## src/rtl/reg_writeback_ctrl.sv

```systemverilog
// ---------------------------------------------------------------------------
// reg_writeback_ctrl
//
// Drives the write port of the 8x8 register file. It merges single-cycle ALU
// results and multi-cycle data-memory loads into registered one-cycle write
// strobes. It stalls the PC/decoder while a load is outstanding, aborts loads
// that hang past TIMEOUT cycles (setting a sticky ERR), and flags
// read-after-write forwarding for both register read ports.
//
// Ports:
//   CLK            system clock, all state updates on posedge
//   RESET          asynchronous active-low reset
//   ALU_VALID      ALU result valid this cycle (ignored while STALL)
//   ALU_RESULT     ALU result data
//   ALU_DEST       ALU destination register
//   LOAD_REQ       load issued this cycle (ignored while STALL)
//   LOAD_DEST      load destination register
//   MEM_BUSYWAIT   memory busy; low in LOAD_WAIT means MEM_READDATA is valid
//   MEM_READDATA   load data from memory
//   RD_ADDR1/2     addresses on the regfile read ports
//   ERR_CLR        clears ERR at the next edge
//   REG_IN         registered write data
//   REG_INADDRESS  registered write address
//   REG_WRITE      registered one-cycle write enable
//   STALL          hold PC/decoder (combinational)
//   FWD1_EN/2_EN   forward REG_IN in place of regfile OUT1/OUT2
//   ERR            sticky load-timeout flag
// ---------------------------------------------------------------------------
module reg_writeback_ctrl #(
    parameter int TIMEOUT = 16,
    parameter int CNT_W   = 8
) (
    input  logic       CLK,
    input  logic       RESET,
    input  logic       ALU_VALID,
    input  logic [7:0] ALU_RESULT,
    input  logic [2:0] ALU_DEST,
    input  logic       LOAD_REQ,
    input  logic [2:0] LOAD_DEST,
    input  logic       MEM_BUSYWAIT,
    input  logic [7:0] MEM_READDATA,
    input  logic [2:0] RD_ADDR1,
    input  logic [2:0] RD_ADDR2,
    input  logic       ERR_CLR,
    output logic [7:0] REG_IN,
    output logic [2:0] REG_INADDRESS,
    output logic       REG_WRITE,
    output logic       STALL,
    output logic       FWD1_EN,
    output logic       FWD2_EN,
    output logic       ERR
);

    typedef enum logic [1:0] {
        IDLE      = 2'd0,
        LOAD_WAIT = 2'd1,
        LOAD_WB   = 2'd2
    } state_t;

    localparam logic [CNT_W-1:0] CNT_LAST = CNT_W'(TIMEOUT - 1);

    state_t           state_q;
    logic [CNT_W-1:0] cnt_q;
    logic [2:0]       dest_q;
    logic [7:0]       reg_in_q;
    logic [2:0]       reg_addr_q;
    logic             reg_write_q;
    logic             err_q;

    always_ff @(posedge CLK or negedge RESET) begin
        if (!RESET) begin
            state_q     <= IDLE;
            cnt_q       <= '0;
            dest_q      <= '0;
            reg_in_q    <= '0;
            reg_addr_q  <= '0;
            reg_write_q <= 1'b0;
            err_q       <= 1'b0;
        end else begin
            // Write enable is a pulse: it only survives an edge when a new
            // write is scheduled below. Data and address hold their values.
            reg_write_q <= 1'b0;

            // Clear first so that a timeout in the same cycle overrides it.
            if (ERR_CLR) begin
                err_q <= 1'b0;
            end

            case (state_q)
                IDLE: begin
                    // ALU and load may issue together: the load's write is at
                    // least two cycles away, so the ALU write cannot collide.
                    if (ALU_VALID) begin
                        reg_write_q <= 1'b1;
                        reg_in_q    <= ALU_RESULT;
                        reg_addr_q  <= ALU_DEST;
                    end
                    if (LOAD_REQ) begin
                        dest_q  <= LOAD_DEST;
                        cnt_q   <= '0;
                        state_q <= LOAD_WAIT;
                    end
                end
                LOAD_WAIT: begin
                    if (!MEM_BUSYWAIT) begin
                        reg_write_q <= 1'b1;
                        reg_in_q    <= MEM_READDATA;
                        reg_addr_q  <= dest_q;
                        state_q     <= LOAD_WB;
                    end else if (cnt_q == CNT_LAST) begin
                        // Hung load: abandon it without a write.
                        err_q   <= 1'b1;
                        state_q <= IDLE;
                    end else begin
                        cnt_q <= cnt_q + CNT_W'(1);
                    end
                end
                LOAD_WB: begin
                    state_q <= IDLE;
                end
                default: begin
                    state_q <= IDLE;
                end
            endcase
        end
    end

    // A load request stalls in its own issue cycle so the decoder holds the
    // following instruction until the controller is back in IDLE.
    assign STALL = (state_q != IDLE) || LOAD_REQ;

    // The regfile commits on the edge after REG_WRITE, so a read of the same
    // register during the pulse must take REG_IN directly.
    assign FWD1_EN = reg_write_q && (RD_ADDR1 == reg_addr_q);
    assign FWD2_EN = reg_write_q && (RD_ADDR2 == reg_addr_q);

    assign REG_IN        = reg_in_q;
    assign REG_INADDRESS = reg_addr_q;
    assign REG_WRITE     = reg_write_q;
    assign ERR           = err_q;

endmodule

```

## config.mk

```make
export PLATFORM = sky130hd
export DESIGN_NAME = reg_writeback_ctrl
export DESIGN_NICKNAME = d
export VERILOG_FILES = /design/src/rtl/reg_writeback_ctrl.sv
export SDC_FILE = /design/constraint.sdc
export NUM_CORES = 1
export LEC_CHECK = 0
export BUFFER_PORTS_ARGS = -buffer_cell sky130_fd_sc_hd__buf_4
export CORE_UTILIZATION = 35
export CTS_BUF_LIST = sky130_fd_sc_hd__clkbuf_4 sky130_fd_sc_hd__clkbuf_8
export DETAILED_ROUTE_END_ITERATION = 8
export SYNTH_ARGS = -nofsm -noshare
export SYNTH_HDL_FRONTEND = slang
export SYNTH_SLANG_ARGS = --single-unit
```

## constraint.sdc

```tcl
create_clock -name CLK -period 2.2 [get_ports CLK]
set_clock_uncertainty 0.05 [all_clocks]
set_input_delay 0.11 -clock CLK [delete_from_list [all_inputs] [get_ports CLK]]
set_output_delay 0.11 -clock CLK [all_outputs]
set_load 0.02 [all_outputs]
```

### Yosys cells after proc, flatten, opt, wreduce, memory -nomap -nowiden

Cells that the tools add are included.

* register bits: 26
* RAM bits: 0
* bits in latches: 0
* bits in read-only memories: 0
* bits of input ports: 34
* output and inout bits: 16
* memories: 0
* logic and storage cells: 49

* $add $sub $neg: 1
* div/mod/pow operators: 0
* shift-type cells: 0
* eq/ne operators: 10
* muxes and demuxes: 21
* bitwise gates (word level): 0
* multipliers: 0
* $lt $le $gt $ge: 0
* reduce and logical (&&, ||, !) cells: 10

Operators by type and width (number)
* $mux W8: 5
* $pmux W8 S2: 2
* $ne A2 B2 Y1 const B: 5
* $add A8 B1 Y8 const B: 1
* $eq A8 B4 Y1 const B: 1
* $eq A3 B3 Y1: 2
* $mux W1: 6
* $mux W2: 3
* $mux W3: 2
* $pmux W3 S2: 1
* $pmux W2 S2: 1
* $reduce_and A2 Y1: 2
* $reduce_and A4 Y1: 1
* $reduce_bool A2 Y1: 2
* $ne A3 B3 Y1 const B: 1
* $reduce_and A3 Y1: 1
* $eq A2 B1 Y1 const B: 1
* $logic_and A1 B1 Y1: 2
* $logic_not A2 Y1: 1
* $pmux W1 S2: 1
* $logic_or A1 B1 Y1: 1

### Longest topological paths before layout

* depth in word-level cells: 4
* mapped depth: 6
* depth with buffers taken out: 5

### Worst setup path before layout

Ideal clock, no wire load.

* path type: register -> register
* from: register cnt_q[0]
* to: register cnt_q[7]
* slack: 624 ps
* data arrival time: 1435 ps
* required time: 2058 ps
* buffers on the path: 0
* library setup time: 92 ps
* clock period less this slack: 1576 ps
* stages on the path, launching flop included: 6
* path through: dfrtp_1 > ha_1 > and4_4 > a211oi_4 > nand2_2 > o31ai_2

* longest elaborated chain between the ends: 4
* elaborated cells between the ends (all ways): 7
* classes of those cells: add/sub (1); eq/ne (2); mux (3); reduce/logical (1)

RTL lines
* start: declaration: RTL line 63 `logic [CNT_W-1:0] cnt_q;`
* start signal: assignment: RTL line 115 `cnt_q <= cnt_q + CNT_W'(1);`
* $add A8 B1 Y8: RTL line 115
* $mux W8: RTL line 110 `end else if (cnt_q == CNT_LAST) begin`
* $mux W8: RTL line 105 `if (!MEM_BUSYWAIT) begin`
* $pmux W8 S2: RTL line 89 `case (state_q)`

Several ways; a longest one is shown, not always the timed one. The select of a mux whose other input is x is not followed.
A chain may end at the register's enable or synchronous reset.

### Final worst setup path

Ends and elaborated chain as after synthesis.

==> flow_summary.json <==
{
  "status": "complete, no violations",
  "dr.pass1.iters": 4,
  "met3_usage_pct": 2.174,
  "ys_types": 35,
  "min_path_type": "primary input to flop",
  "vdd_drop_max_mv": 0.4711,
  "min_period_ps": 1792,
  "nFillCells": 347,
  "p_leak_nw": 0.8632,
  "synth_top_area_share_pct": 49.24,
  "drv_slew": 0,
  "grt_pass1_vias": 1070,
  "die_w_um": 63.44,
  "start_kind": "flop",
  "htree_levels": 1,
  "ys_seq_area_share_pct": 49.24,
  "syn_avg_cell_area_um2": 10.16,
  "grt-ovfl-total": 0,
  "wirelength_mm": 3.047,
  "design_area_um2": 1827,
  "synthCells": 130,
  "dr_total_vias": 1121,
  "drive_gt1_share_pct": 34.81,
  "port_buffers": 49,
  "num_rows": 21,
  "clkLatencyLatePin_ps": 260,
  "fin_tns_setup_ps": 0,
  "syn_area_um2": 1321,
  "antenna_left": 0,
  "cts_tree": "yes",
  "grt_max_degree": 27,
  "cellPowerDensity_nw_per_um2": 898.0,
  "cap_violations": 0,
  "placed_area_um2": 1725,
  "syn2layout_area_growth_pct": 38.26,
  "grt_pass1_wl_mm": 5.175,
  "wl_per_cell_um": 13.42,
  "yosysWarnings": 0,
  "rrSetupSlack_ps": 410,
  "holdWs_ps": 22.56,
  "grt_usage_pct": 16.24,
  "slew_headroom_pct": 65.11,
  "worstPathArrival_ps": 1910,
  "drtIter0Drc": 30,
  "cts.sinks": 26,
  "clockRootBuffer": "clkbuf_8",
  "cts_buffer_depth": 2,
  "cts_buffers": 3,
  "fin_crit_sh_pct": 81.47,
  "syn-num-nets": 165,
  "end_kind": "flop",
  "pin_count": 50,
  "criticalPathCategory": "flop to flop",
  "gp_congestion": 0.7933,
  "setup_violations": 0,
  "dp_hpwl_mm": 2.304,
  "path_cells": "ha_1 > and4_4 > a211oi_4 > nand2_2 > o31ai_2",
  "fmax_mhz": 557.9,
  "synth-seq-cells": 26,
  "drc_errors": 0,
  "rsz0062_at_grt": "false",
  "use_met2_pct": 26.06,
  "layout.cells.most_common": "buf_4",
  "die_h_um": 63.44,
  "antenna_found_initial": 0,
  "tightestPinTransition_ps": 522.2,
  "num_antenna_cells": 0,
  "dieArea_um2": 4025,
  "path_clk_slew_ps": 90,
  "async_reset_ff_share_pct": 100.0,
  "cp_max_fo": 6,
  "synth_enable_flop_cells": 0,
  "gr-max-usage-layer": "met2",
  "grt_use_met1_pct": 23.19,
  "synth_area_leaders": "dfrtp_1, mux2i_1, nand2_1",
  "most-common-layout-cells": "buf_4, dfrtp_1, nand2_1",
  "synthFlopType": "dfrtp_1",
  "cp.required_ps": 2320,
  "critPathMaxStageDelay_ps": 410,
  "crit_slowest_cell": "dfrtp_1",
  "core_um2": 3468,
  "start_util_pct": 38.10,
  "synth_top_area_cell": "dfrtp_1",
  "drt-vias-per-instance": 4.938,
  "hold_viol": 0,
  "layout.nets": 217
}
==> repair_timing <==
| action | CTS | global route |
|---|---|---|
| hold buffers | 3 | 0 |
| resized for setup | 0 | 0 |
| hold endpoints to repair | 28 | 0 |
| setup buffers | 0 | 0 |
==> critical path, delay by kind of cell (launching register included) <==
kind	cells	cell delay [ps]
compound gates	2	610
fa+ha+maj	1	260
flops	1	410
simple gates	2	360
==> flip-flops by register name, indices dropped and copies added (netlist names) <==
name	flops
REG_INADDRESS	3
ERR	1
REG_WRITE	1
REG_IN	8
dest_q	3
state_q	2
cnt_q	8
==> synthesized netlist by cell type (3+ instances only) <==
cell     number
nand3_1       6
o21ai_0       7
o21ai_1      10
inv_1         3
nand2_1      19
xor2_1        4
mux2_2        3
a21oi_1       3
mux2i_1      13
nor2_1        4
dfrtp_1      26
==> power breakdown <==
group,total (mW),internal [mW],switching [mW],leakage [nW]
Combinational,0.563,0.269,0.294,0.498
Sequential,0.683,0.585,0.0981,0.330
Clock,0.394,0.243,0.151,0.0357
Total,1.64,1.10,0.543,0.863
==> cell type report <==
type                       instances  area (µm²)  share of cell area (%)
inverter                           3       11.26                  0.6164
tap                               46       57.56                   3.151
multi-input combinational         94       623.1                   34.11
timing repair buffer              54       412.9                   22.60
sequential                        26       650.6                   35.62
clock inverter                     1       30.03                   1.644
clock buffer                       3       41.29                   2.260
==> layer usage <==
| metal | up-vias | part of all wire, % |
|---|---|---|
| li1 | 559 | - |
| met1 | 522 | 47 |
| met2 | 38 | 47 |
| met3 | 2 | 5.1 |
| met4 | 0 | 1.0 |
| met5 | - | 0 |
==> through the flow <==
step	util [%]	power, mW	worst slack, ps	cells
final	52.67	1.640	407.7	227
after global routing	52.67	1.746	305.8	227
after CTS	52.67	1.654	405.9	227
after detailed placement	49.75	1.259	426.2	220
after global placement	49.75	1.242	485.8	220
after floorplan	-	1.020	623.7	130
==> cells by family (layout without fill, tap and decap cells) <==
| logic type | count (synthesis) | after routing | share of synthesized area (%) |
|---|---|---|---|
| AND/OR/NAND/NOR | 42 | 42 | 15.91 |
| AO/OA/AOI/OAI | 29 | 29 | 13.92 |
| flip-flops | 26 | 26 | 49.24 |
| multiplexers | 16 | 16 | 12.40 |
| buffers and inverters | 10 | 61 | 3.598 |
| XOR/XNOR | 6 | 6 | 3.977 |
| adder cells (fa/ha/maj) | 1 | 1 | 0.9468 |
==> worst paths after layout <==
kind	startpoint	end	cells after the start
max	cnt_q[0]	cnt_q[7]	5
max in group asynchronous	RESET	cnt_q[4]	2
min in group asynchronous	RESET	state_q[1]	2
max reg2reg	cnt_q[0]	cnt_q[7]	5
min reg2reg	REG_IN[3]	REG_IN[3]	2
min	LOAD_DEST[2]	dest_q[2]	2
(Power assumes the default switching activity.)
